**src/rtl/imem_uart_loader_if.sv**
```systemverilog
// Instruction-memory write port between the UART loader (master) and the Fetch-owned SRAM (slave).
interface imem_uart_loader_if;
  logic [31:0] imem_din;
  logic [31:0] imem_addr;
  logic        imem_web;

  modport master (output imem_din, output imem_addr, output imem_web);
  modport slave  (input  imem_din, input  imem_addr, input  imem_web);
endinterface

```
**src/rtl/imem_uart_loader.sv**
```systemverilog
// Receives a count-prefixed program image over 8N1 UART and writes it as little-endian words into imem,
// holding the core in reset until the image is complete.
//   RX state  | meaning                 Loader state | meaning
//   RX_IDLE   | line idle, await fall   L_WAIT_CNT   | first byte is word count
//   RX_START  | verify start mid-bit    L_RECV       | assembling 4 bytes of a word
//   RX_DATA   | shift 8 bits, LSB first L_WRITE      | single-cycle write strobe
//   RX_STOP   | check stop bit          L_DONE       | image loaded, core released
module imem_uart_loader #(
  parameter int CLKS_PER_BIT = 868,
  parameter int ADDR_WIDTH   = 5
) (
  input  logic               i_clk,
  input  logic               i_rst,
  input  logic               i_rx,
  imem_uart_loader_if.master imem,
  output logic               o_cpu_rst,
  output logic               o_load_done,
  output logic               o_frame_err
);

  localparam int TW = $clog2(CLKS_PER_BIT);
  localparam int CW = (ADDR_WIDTH + 1 > 9) ? ADDR_WIDTH + 1 : 9;
  localparam logic [TW-1:0] T_HALF = TW'(CLKS_PER_BIT / 2 - 1);
  localparam logic [TW-1:0] T_FULL = TW'(CLKS_PER_BIT - 1);
  localparam logic [CW-1:0] MAX_WORDS = CW'(1) << ADDR_WIDTH;

  typedef enum logic [1:0] {RX_IDLE, RX_START, RX_DATA, RX_STOP} rx_state_t;
  typedef enum logic [1:0] {L_WAIT_CNT, L_RECV, L_WRITE, L_DONE} ld_state_t;

  logic          r_rx_meta, r_rx_sync, r_rx_prev;
  rx_state_t     r_rx_state, w_rx_state_nxt;
  logic [TW-1:0] r_timer, w_timer_nxt;
  logic [2:0]    r_bit_idx, w_bit_idx_nxt;
  logic [7:0]    r_shift, w_shift_nxt;
  logic          r_byte_valid, w_byte_valid_nxt;
  logic          r_frame_err, w_frame_err_nxt;
  logic          w_timer_tc;

  ld_state_t     r_l_state, w_l_state_nxt;
  logic [CW-1:0] r_count, w_count_nxt;
  logic [CW-1:0] r_word_idx, w_word_idx_nxt;
  logic [CW-1:0] w_idx_inc, w_cnt_in, w_cnt_clamped;
  logic [1:0]    r_byte_cnt, w_byte_cnt_nxt;
  logic [23:0]   r_word, w_word_nxt;
  logic [31:0]   r_imem_din, w_din_nxt;
  logic [31:0]   r_imem_addr, w_addr_nxt;
  logic          r_imem_web, w_web_nxt;
  logic          r_cpu_rst, w_cpu_rst_nxt;
  logic          r_load_done, w_load_done_nxt;

  assign w_timer_tc    = (r_timer == '0);
  assign w_idx_inc     = r_word_idx + CW'(1);
  assign w_cnt_in      = CW'(r_shift);
  assign w_cnt_clamped = (w_cnt_in > MAX_WORDS) ? MAX_WORDS : w_cnt_in;

  // rx is asynchronous; r_rx_prev only feeds the falling-edge detector
  always_ff @(posedge i_clk) begin
    if (i_rst) begin
      r_rx_meta <= 1'b1;
      r_rx_sync <= 1'b1;
      r_rx_prev <= 1'b1;
    end else begin
      r_rx_meta <= i_rx;
      r_rx_sync <= r_rx_meta;
      r_rx_prev <= r_rx_sync;
    end
  end

  always_ff @(posedge i_clk) begin
    if (i_rst) begin
      r_rx_state   <= RX_IDLE;
      r_timer      <= '0;
      r_bit_idx    <= '0;
      r_shift      <= '0;
      r_byte_valid <= 1'b0;
      r_frame_err  <= 1'b0;
    end else begin
      r_rx_state   <= w_rx_state_nxt;
      r_timer      <= w_timer_nxt;
      r_bit_idx    <= w_bit_idx_nxt;
      r_shift      <= w_shift_nxt;
      r_byte_valid <= w_byte_valid_nxt;
      r_frame_err  <= w_frame_err_nxt;
    end
  end

  always_comb begin
    w_rx_state_nxt   = r_rx_state;
    w_timer_nxt      = r_timer;
    w_bit_idx_nxt    = r_bit_idx;
    w_shift_nxt      = r_shift;
    w_byte_valid_nxt = 1'b0;
    w_frame_err_nxt  = r_frame_err;
    case (r_rx_state)
      RX_IDLE: begin
        if (r_rx_prev && !r_rx_sync) begin
          w_rx_state_nxt = RX_START;
          w_timer_nxt    = T_HALF;
        end
      end
      RX_START: begin
        if (!w_timer_tc) begin
          w_timer_nxt = r_timer - TW'(1);
        end else if (!r_rx_sync) begin
          w_rx_state_nxt = RX_DATA;
          w_timer_nxt    = T_FULL;
          w_bit_idx_nxt  = '0;
        end else begin
          w_rx_state_nxt = RX_IDLE;
        end
      end
      RX_DATA: begin
        if (!w_timer_tc) begin
          w_timer_nxt = r_timer - TW'(1);
        end else begin
          w_shift_nxt   = {r_rx_sync, r_shift[7:1]};
          w_timer_nxt   = T_FULL;
          w_bit_idx_nxt = r_bit_idx + 3'd1;
          if (r_bit_idx == 3'd7) w_rx_state_nxt = RX_STOP;
        end
      end
      RX_STOP: begin
        if (!w_timer_tc) begin
          w_timer_nxt = r_timer - TW'(1);
        end else begin
          w_rx_state_nxt = RX_IDLE;
          if (r_rx_sync) w_byte_valid_nxt = 1'b1;
          else           w_frame_err_nxt  = 1'b1;
        end
      end
      default: w_rx_state_nxt = RX_IDLE;
    endcase
  end

  always_ff @(posedge i_clk) begin
    if (i_rst) begin
      r_l_state   <= L_WAIT_CNT;
      r_count     <= '0;
      r_word_idx  <= '0;
      r_byte_cnt  <= '0;
      r_word      <= '0;
      r_imem_din  <= '0;
      r_imem_addr <= '0;
      r_imem_web  <= 1'b1;
      r_cpu_rst   <= 1'b1;
      r_load_done <= 1'b0;
    end else begin
      r_l_state   <= w_l_state_nxt;
      r_count     <= w_count_nxt;
      r_word_idx  <= w_word_idx_nxt;
      r_byte_cnt  <= w_byte_cnt_nxt;
      r_word      <= w_word_nxt;
      r_imem_din  <= w_din_nxt;
      r_imem_addr <= w_addr_nxt;
      r_imem_web  <= w_web_nxt;
      r_cpu_rst   <= w_cpu_rst_nxt;
      r_load_done <= w_load_done_nxt;
    end
  end

  // Outputs are registered on entry to a state, so web is low exactly while in L_WRITE
  always_comb begin
    w_l_state_nxt   = r_l_state;
    w_count_nxt     = r_count;
    w_word_idx_nxt  = r_word_idx;
    w_byte_cnt_nxt  = r_byte_cnt;
    w_word_nxt      = r_word;
    w_din_nxt       = r_imem_din;
    w_addr_nxt      = r_imem_addr;
    w_web_nxt       = 1'b1;
    w_cpu_rst_nxt   = r_cpu_rst;
    w_load_done_nxt = r_load_done;
    case (r_l_state)
      L_WAIT_CNT, L_DONE: begin
        if (r_byte_valid) begin
          w_count_nxt    = w_cnt_clamped;
          w_word_idx_nxt = '0;
          w_byte_cnt_nxt = '0;
          if (w_cnt_clamped == '0) begin
            w_l_state_nxt   = L_DONE;
            w_load_done_nxt = 1'b1;
            w_cpu_rst_nxt   = 1'b0;
          end else begin
            w_l_state_nxt   = L_RECV;
            w_load_done_nxt = 1'b0;
            w_cpu_rst_nxt   = 1'b1;
          end
        end
      end
      L_RECV: begin
        if (r_byte_valid) begin
          w_byte_cnt_nxt = r_byte_cnt + 2'd1;
          case (r_byte_cnt)
            2'd0: w_word_nxt[7:0]   = r_shift;
            2'd1: w_word_nxt[15:8]  = r_shift;
            2'd2: w_word_nxt[23:16] = r_shift;
            2'd3: begin
              w_l_state_nxt = L_WRITE;
              w_web_nxt     = 1'b0;
              w_din_nxt     = {r_shift, r_word};
              w_addr_nxt    = 32'({r_word_idx, 2'b00});
            end
            default: ;
          endcase
        end
      end
      L_WRITE: begin
        w_word_idx_nxt = w_idx_inc;
        w_byte_cnt_nxt = '0;
        if (w_idx_inc == r_count) begin
          w_l_state_nxt   = L_DONE;
          w_load_done_nxt = 1'b1;
          w_cpu_rst_nxt   = 1'b0;
        end else begin
          w_l_state_nxt = L_RECV;
        end
      end
      default: w_l_state_nxt = L_WAIT_CNT;
    endcase
  end

  assign imem.imem_din  = r_imem_din;
  assign imem.imem_addr = r_imem_addr;
  assign imem.imem_web  = r_imem_web;
  assign o_cpu_rst      = r_cpu_rst;
  assign o_load_done    = r_load_done;
  assign o_frame_err    = r_frame_err;

endmodule

```
**src/flat_wrapper.sv**
```systemverilog
// flat-port wrapper written by rule: the top's interface ports become plain ports
module imem_uart_loader_flat 
#(
  parameter int CLKS_PER_BIT = 868,
  parameter int ADDR_WIDTH   = 5
)
  (i_clk, i_rst, i_rx, o_cpu_rst, o_load_done, o_frame_err, imem_imem_din, imem_imem_addr, imem_imem_web);
  imem_uart_loader_if imem_i ();
  input  logic i_clk;
  input  logic i_rst;
  input  logic i_rx;
  output logic o_cpu_rst;
  output logic o_load_done;
  output logic o_frame_err;
  output wire logic [$bits(imem_i.imem_din)-1:0] imem_imem_din;
  output wire logic [$bits(imem_i.imem_addr)-1:0] imem_imem_addr;
  output wire logic [$bits(imem_i.imem_web)-1:0] imem_imem_web;
  assign imem_imem_din = imem_i.imem_din;
  assign imem_imem_addr = imem_i.imem_addr;
  assign imem_imem_web = imem_i.imem_web;
  imem_uart_loader #(.CLKS_PER_BIT(CLKS_PER_BIT), .ADDR_WIDTH(ADDR_WIDTH)) u_core (.i_clk(i_clk), .i_rst(i_rst), .i_rx(i_rx), .imem(imem_i), .o_cpu_rst(o_cpu_rst), .o_load_done(o_load_done), .o_frame_err(o_frame_err));
endmodule
```
**config.mk**
```make
export PLATFORM = sky130hd
export DESIGN_NAME = imem_uart_loader_flat
export DESIGN_NICKNAME = d
export VERILOG_FILES = /design/src/rtl/imem_uart_loader_if.sv /design/src/rtl/imem_uart_loader.sv /design/src/flat_wrapper.sv
export SDC_FILE = /design/constraint.sdc
export NUM_CORES = 1
export LEC_CHECK = 0
export BUFFER_PORTS_ARGS = -buffer_cell sky130_fd_sc_hd__buf_2
export CAP_MARGIN = 10
export CORE_AREA = 2 2 104 106
export DETAILED_ROUTE_END_ITERATION = 10
export DIE_AREA = 0 0 106 108
export PLACE_DENSITY_LB_ADDON = 0.1
export SLEW_MARGIN = 40
export SYNTH_ARGS = -nofsm -noshare
export SYNTH_HDL_FRONTEND = slang
export SYNTH_SLANG_ARGS = --single-unit
```
**constraint.sdc**
```tcl
create_clock -name i_clk -period 2 [get_ports i_clk]
set_input_delay 0 -clock i_clk [delete_from_list [all_inputs] [get_ports i_clk]]
set_output_delay 0 -clock i_clk [all_outputs]
set_load 0.01 [all_outputs]
```
==> results of run 1 <==
worst max path at each step:
stage,from,endpoint,slack (ps),cells past startpoint
detailed placement,u_core.r_word_idx[0],u_core.o_cpu_rst,-40,7
global route,u_core.r_word_idx[0],u_core.r_l_state[1],-60,10
global placement,u_core.r_word_idx[0],u_core.o_cpu_rst,50,7
finish,u_core.r_timer[1],u_core.r_timer[6],60,8
CTS,u_core.r_word_idx[0],u_core.o_load_done,20,7
floorplan,u_core.r_word_idx[1],u_core.o_cpu_rst,50,8
cell usage in the layout (no fill, tap or decap), types with 3 or more instances in the layout:
master,instances
buf_2,46
dfxtp_2,4
a31oi_1,3
xor2_1,3
or2_2,3
nor2_1,36
conb_1,23
a22o_1,3
a21oi_1,90
a21o_1,7
a22oi_1,13
ha_1,14
inv_1,13
nand2b_1,3
nand2_1,140
and3_1,8
a211oi_1,3
mux2i_1,4
clkinvlp_4,3
o21ai_0,8
a32oi_1,3
nand3_1,41
clkbuf_16,16
nor4_1,4
xnor2_1,7
dfxtp_1,112
inv_6,7
nor3_1,10
buf_4,40
stage by stage:
stage	instances	worst slack [ps]	TNS (ps)	utilization [%]	total power, mW
detailed placement	827	-35.6	-35.6	55.4	3.81
floorplan	680	49.8	0	-	3.45
CTS	863	17.3	0	61.5	6.85
global placement	827	54.7	0	55.4	3.77
global route	866	-55.0	-147	62.3	7.18
finish	866	62.7	0	62.3	6.88
area by class of cell:
type | instances | area share [%]
clock buffer | 18 | 6.72
clock inverter | 14 | 2.57
inverter | 15 | 0.884
multi-input combinational | 477 | 41.4
sequential | 117 | 36.9
tap | 136 | 2.67
timing repair buffer | 89 | 8.82
what timing repair did:
action,4_1_cts,5_1_grt
setup buffers,2,3
hold buffers,2,0
resized for setup,1,17
endpoints found under the hold margin,7,0
pin swaps,2,10
endpoints found under the setup margin,1,11
sequential cells by signal, indices dropped and copies added, names as in the netlist, 2 cells and up, named ones only:
signal	flops
u_core.r_word_idx	9
u_core.r_word	24
u_core.r_shift	8
u_core.r_count	8
u_core.r_byte_cnt	2
u_core.imem.imem_din	32
u_core.imem.imem_addr	9
u_core.r_timer	10
u_core.r_bit_idx	3
u_core.r_l_state	2
metal layers:
| layer | up-vias | GRT usage, % | routed length [um] |
|---|---|---|---|
| met5 | - | 0 | 0 |
| met4 | 0 | 7.99 | 176 |
| met3 | 15 | 5.12 | 577 |
| met2 | 125 | 36.7 | 5890 |
| met1 | 2187 | 28.4 | 5530 |
| li1 | 2348 | - | - |
power by group through the flow:
stage / registers [mW] / clock network [mW] / logic (mW)
after CTS: 2.49 / 3.07 / 1.29
after floorplan: 2.53 / 0 / 0.914
after global placement: 2.54 / 0 / 1.23
final: 2.50 / 3.01 / 1.37
after detailed placement: 2.54 / 0 / 1.27
after global routing: 2.51 / 3.17 / 1.51
cells by family (layout without fill, tap and decap cells):
| logic type | after synthesis | count (layout) | synth area share (%) |
|---|---|---|---|
| and+or+nand+nor | 267 | 267 | 23.1 |
| xor gates and xnor gates | 10 | 10 | 1.66 |
| buffers and inverters | 86 | 136 | 8.19 |
| muxes | 5 | 5 | 0.970 |
| other | 1 | 23 | 0.0709 |
| adders and majority gates | 15 | 15 | 3.55 |
| AOI/OAI and AO/OA | 157 | 157 | 18.2 |
| DFF | 117 | 117 | 44.3 |
worst min-delay path, stage by stage:
cell and delay (ps):
dlygate4sd3_1 520, buf_2 90, or2_2 80
==> out/qor.yml, run 1 <==
critPathMaxStageDelay_ps: 480
route.vias.total: 4675
vias_per_cell: 5.40
critPathBufInv: 1
p_per_area_mw_per_mm2: 1080
synth_area_leaders: "dfxtp_1, nand2_1, a21oi_1"
combPwrFrac_pct: 19.9
syn_inst: 658
min_path_type: "primary input to flop"
num_rows: 37
h-tree-depth: 4
drv_slew: 0
wl_per_cell_um: 14.1
dpl_cell_area_mm2: 0.00566
rsz0062_at_grt: "true"
critPathLaunchType: "flop"
hold_viol_final: 0
grt_remaining_overflow: 0
finalInstanceArea_mm2: 0.00637
regArea_mm2: 0.00235
worst_pin_slew_ps: 718
min_period_over_period_pct: 96.9
relSlewSlack_pct: 51.8
drc_errors: 0
worstPathArrival_ps: 2310
seq_power_share_pct: 36.3
drive_above_1_share_pct: 20.1
r2r_end: "u_core.r_timer[6]"
crit_type: "flop to flop"
synthToLayoutAreaGrowth_pct: 20.5
cts_tree: "built"
required_ps: 2370
cpLargestDelayFamily: "simple AND/OR/NAND/NOR gates"
grt_max_degree: 57
fin_crit_ps: 1940
nFillCells: 925
antenna_found_initial: 0
clk_latency_ps: 520
hold_end: "u_core.r_rx_meta"
clock_sinks: 117
grt_pass1_wl_um: 20200
die_h_um: 108
crit_slowest_cell: "or4b_4"
rr_worst_depth: 8
dieArea_mm2: 0.0114
p_int_mw: 4.81
hold_depth: 3
dr.first_iter.drc_count: 216
yosysTopAreaCellShare_pct: 44.3
start_util_pct: 51.7
ys_async_sr_fraction_pct: 0
hold_ws_ps: 198
multiInputGateArea_mm2: 0.00264
synth_seq_cells: 117
ant_nets: 0
p_switching_mw: 2.07
synth_most_common_cell: "nand2_1"
diodes: 0
nets: 735
drv_cap: 0
synth_common_cells: "nand2_1, dfxtp_1, a21oi_1"
switching_share_pct: 30.1
clkTransAtPathRegs_ps: 60
gp_congestion: 0.959
port_buffers: 47
setup_viol: 0
r2r_start: "u_core.r_timer[1]"
ir_drop_v: 0.000577
track_usage_pct: 22.1
clock_path_buffers: 2
path_max_fanout: 6
cts_buffers: 17
status: "finished clean"
synth_edf_count: 0
critical_path.cell_chain: "inv_2, ha_4, or4b_4, nor3_4, a21o_4, nor2_2, a32oi_1, nor2_1"
pin_count: 71
ys.flop_type: "dfxtp_1"
avgSynthCellArea_um2: 8.03
place_hpwl_um: 8090
fin_skew_ps: 10.5
pwr-share-clk_pct: 43.8
yosysTopAreaCell: "dfxtp_1"
yosysWarnings: 0
yosysSeqAreaShare_pct: 44.3
cts-root-buf: "clkbuf_8"
wirelength_um: 12200
firstDrtPassIters: 5
grt_pass1_vias: 4313
cellLeakagePower_nw: 2.57
synth.distinct_cells: 63
ff2ff_setup_slack_ps: 60
coreArea_mm2: 0.0102
cp-end-kind: "flop"
die_x_um: 106
netlist_area_mm2: 0.00529
fmax_mhz: 516
min_from: "i_rx"
Note: power is estimated with default switching activity, not from simulation.
==> run 2: changes to the inputs <==
--- a/config.mk
+++ b/config.mk
@@ -5,11 +5,12 @@
 export SDC_FILE = /design/constraint.sdc
 export NUM_CORES = 1
 export LEC_CHECK = 0
+export ABC_AREA = 1
 export BUFFER_PORTS_ARGS = -buffer_cell sky130_fd_sc_hd__buf_2
 export CAP_MARGIN = 10
-export CORE_AREA = 2 2 104 106
+export CORE_AREA = 2 2 98 100
 export DETAILED_ROUTE_END_ITERATION = 10
-export DIE_AREA = 0 0 106 108
+export DIE_AREA = 0 0 100 102
 export PLACE_DENSITY_LB_ADDON = 0.1
 export SLEW_MARGIN = 40
 export SYNTH_ARGS = -nofsm -noshare
==> constraint.sdc (replaced) <==
create_clock -name i_clk -period 2.1 [get_ports i_clk]
set_input_delay 0 -clock i_clk [delete_from_list [all_inputs] [get_ports i_clk]]
set_output_delay 0 -clock i_clk [all_outputs]
set_load 0.01 [all_outputs]
==> run 2 against run 1 <==
Net effect:
- power fell by 13%
- sequential power fell by 6%
- die area fell by 11%
- worst hold slack got worse by 94 ps
- register-to-register slack improved by 230 ps
- cell area fell by 6.5%
- area after synthesis fell by 3.2%
- wire length fell by 8.4%
- synthesized cell count rose by 4.0%
- global-route usage rose by 1.1 points
- first-iteration DRC count fell by 6.5%
- utilization rose by 3.1 points
- critical endpoint is now u_core.r_rx_state[0]
- largest cell class unchanged
- largest power group unchanged
==> out/qor.yml, run 2 <==
yosysSeqAreaShare_pct: 45.8  # was 44.3%
wl_per_cell_um: 13.1  # was 14.1 um
gp_congestion: 0.896  # was 0.959
place_hpwl_um: 7430  # was 8090 um
synth.distinct_cells: 37  # was 63
drive_above_1_share_pct: 15.5  # was 20.1%
required_ps: 2530  # was 2370 ps
critical_path.cell_chain: "inv_1, ha_1, inv_1, nand2_1, nor2_1, nor2_1, nor3_2, o21ai_0, a31oi_1"  # was inv_2, ha_4, or4b_4, nor3_4, a21o_4, nor2_2, a32oi_1, nor2_1
firstDrtPassIters: 5  # unchanged
yosysWarnings: 0  # unchanged
cts_tree: "built"  # unchanged
cp-end-kind: "flop"  # unchanged
pin_count: 71  # unchanged
nets: 745  # was 735
track_usage_pct: 23.2  # was 22.1%
hold_viol_final: 0  # unchanged
avgSynthCellArea_um2: 7.48  # was 8.03 um2
dieArea_mm2: 0.0102  # was 0.0114 mm2
h-tree-depth: 4  # unchanged
ir_drop_v: 0.000557  # was 0.000577 V
cts_buffers: 17  # unchanged
setup_viol: 0  # unchanged
nFillCells: 821  # was 925
relSlewSlack_pct: 60.6  # was 51.8%
die_h_um: 102  # was 108 um
min_period_over_period_pct: 86.0  # was 96.9%
grt_max_degree: 53  # was 57
yosysTopAreaCell: "dfxtp_1"  # unchanged
clk_latency_ps: 510  # was 520 ps
syn_inst: 684  # was 658
drv_cap: 0  # unchanged
diodes: 0  # unchanged
status: "finished clean"  # unchanged
dr.first_iter.drc_count: 202  # was 216
final_cell_mix: "dfxtp_1, nand2_1, nor2_1"  # was nand2_1, dfxtp_1, a21oi_1
netlist_area_mm2: 0.00512  # was 0.00529 mm2
fmax_mhz: 554  # was 516 MHz
synth_common_cells: "dfxtp_1, nand2_1, nor2_1"  # was nand2_1, dfxtp_1, a21oi_1
ys.flop_type: "dfxtp_1"  # unchanged
wirelength_um: 11200  # was 12200 um
critPathLaunchType: "flop"  # unchanged
ant_nets: 0  # unchanged
num_rows: 35  # was 37
antenna_found_initial: 0  # unchanged
grt_pass1_vias: 4187  # was 4313
worstPathArrival_ps: 2240  # was 2310 ps
rsz0062_at_grt: "false"  # was true
die_x_um: 100  # was 106 um
clock_sinks: 117  # unchanged
largest_reg_flops: 32  # unchanged
cellLeakagePower_nw: 2.63  # was 2.57 nW
total_power_mw: 5.97  # was 6.88 mW
ys_async_sr_fraction_pct: 0  # unchanged
grt_pass1_wl_um: 19000  # was 20200 um
p_per_area_mw_per_mm2: 1000  # was 1080 mW/mm2
regArea_mm2: 0.00234  # was 0.00235 mm2
grt_remaining_overflow: 0  # unchanged
synth_seq_cells: 117  # unchanged
start_util_pct: 56.2  # was 51.7%
fin_crit_ps: 1810  # was 1940 ps
synth_most_common_cell: "dfxtp_1"  # was nand2_1
clkTransAtPathRegs_ps: 60  # about the same
worst_pin_slew_ps: 590  # was 718 ps
drc_errors: 0  # unchanged
crit_slowest_cell: "dfxtp_1"  # was or4b_4
synth_area_leaders: "dfxtp_1, nand2_1, a21oi_1"  # unchanged
clock_path_buffers: 2  # unchanged
yosysTopAreaCellShare_pct: 45.8  # was 44.3%
hold_depth: 3  # unchanged
drv_slew: 0  # unchanged
dpl_cell_area_mm2: 0.00537  # was 0.00566 mm2
finalInstanceArea_mm2: 0.00596  # was 0.00637 mm2
multiInputGateArea_mm2: 0.00237  # was 0.00264 mm2
coreArea_mm2: 0.00911  # was 0.0102 mm2
fin_skew_ps: 10.8  # was 10.5 ps
synthToLayoutAreaGrowth_pct: 16.4  # was 20.5%
crit_type: "flop to flop"  # unchanged
critPathMaxStageDelay_ps: 420  # was 480 ps
setup_tns_ps: 0  # unchanged
route.vias.total: 4437  # was 4675
vias_per_cell: 5.21  # was 5.40
min_path_type: "primary input to flop"  # unchanged
rr_worst_depth: 9  # was 8
path_max_fanout: 9  # was 6
cts-root-buf: "clkbuf_8"  # unchanged
port_buffers: 47  # unchanged
layout_commonest_cell: "dfxtp_1"  # was nand2_1
synth_edf_count: 0  # unchanged
[run 2: changes by cell type after synthesis, sizes merged, moves of 5 or more]
cell	before	now
and3	8	0
a22oi	13	1
a21o	8	0
xnor2	7	2
nor2	38	96
a21oi	91	74
nand3b	0	5
o21ai	10	68
nor3	13	7
buf	33	26
nand2	140	121
nand4	2	7
inv	15	53
clkbuf	38	29
[run 2: per-stage QoR]
stage	instances	hold WS (ps)	utilization, %	setup WS [ps]
after global placement	818	188	58.9	392
after floorplan	706	104	-	520
after global routing	851	136	65.4	91.4
after CTS	851	84.6	65.4	291
after detailed placement	818	194	58.9	319
final	851	105	65.4	294
[run 2: worst paths after layout]
check,from,end,slack [ps]
worst max-delay path,u_core.r_rx_state[0],u_core.r_rx_state[0],290
worst min-delay path,i_rst,u_core.r_timer[1],100
worst max register to register,u_core.r_rx_state[0],u_core.r_rx_state[0],290
worst min register to register,u_core.r_rx_meta,u_core.r_rx_sync,430
[run 2: worst max-delay path: cells and delay by family (launching register included)]
family                   cells  cell delay [ps]
adder cells (fa/ha/maj)      1              320
flip-flops                   1              420
AO/OA/AOI/OAI                2              290
buffers and inverters        2              270
AND/OR/NAND/NOR              4              440
[run 2: repair_timing]
action,4_1_cts,5_1_grt
hold buffers,1,0
endpoints found under the hold margin,1,0
buffers inserted,0,0
resized for setup,0,0
[run 2: cells by family (layout without fill, tap and decap cells)]
family          after synthesis  in the layout  share of synthesized area (%)
xor+xnor                      7              7                           1.20
other cells                   1             23                         0.0733
buf+inv                     108            142                           9.71
simple gates                284            284                           24.0
compound gates              152            152                           15.6
flops                       117            117                           45.8
fa+ha+maj                    15             15                           3.67
[run 2: final cells by class]
| type | instances | area share [%] |
|---|---|---|
| Clock buffer | 19 | 7.24 |
| Tap cell | 111 | 2.33 |
| Multi-Input combinational cell | 481 | 39.8 |
| Clock inverter | 13 | 2.52 |
| Sequential cell | 117 | 39.3 |
| Timing Repair Buffer | 57 | 5.46 |
| Inverter | 53 | 3.38 |
[run 2: layer usage]
| metal | routed length (um) | vias to the layer above | GRT usage [%] |
|---|---|---|---|
| met2 | 5410 | 93 | 39.9 |
| met4 | 130 | 0 | 8.75 |
| met3 | 396 | 12 | 4.99 |
| met5 | 0 | - | 0 |
| li1 | - | 2278 | - |
| met1 | 5220 | 2054 | 28.7 |
[run 2: report_power, final]
part           leakage [nW]  internal (mW)  switching [mW]  total [mW]
logic                  1.42          0.274           0.552       0.826
registers             0.945           2.30          0.0618        2.36
clock network         0.267           1.73            1.06        2.79
total                  2.63           4.30            1.67        5.97
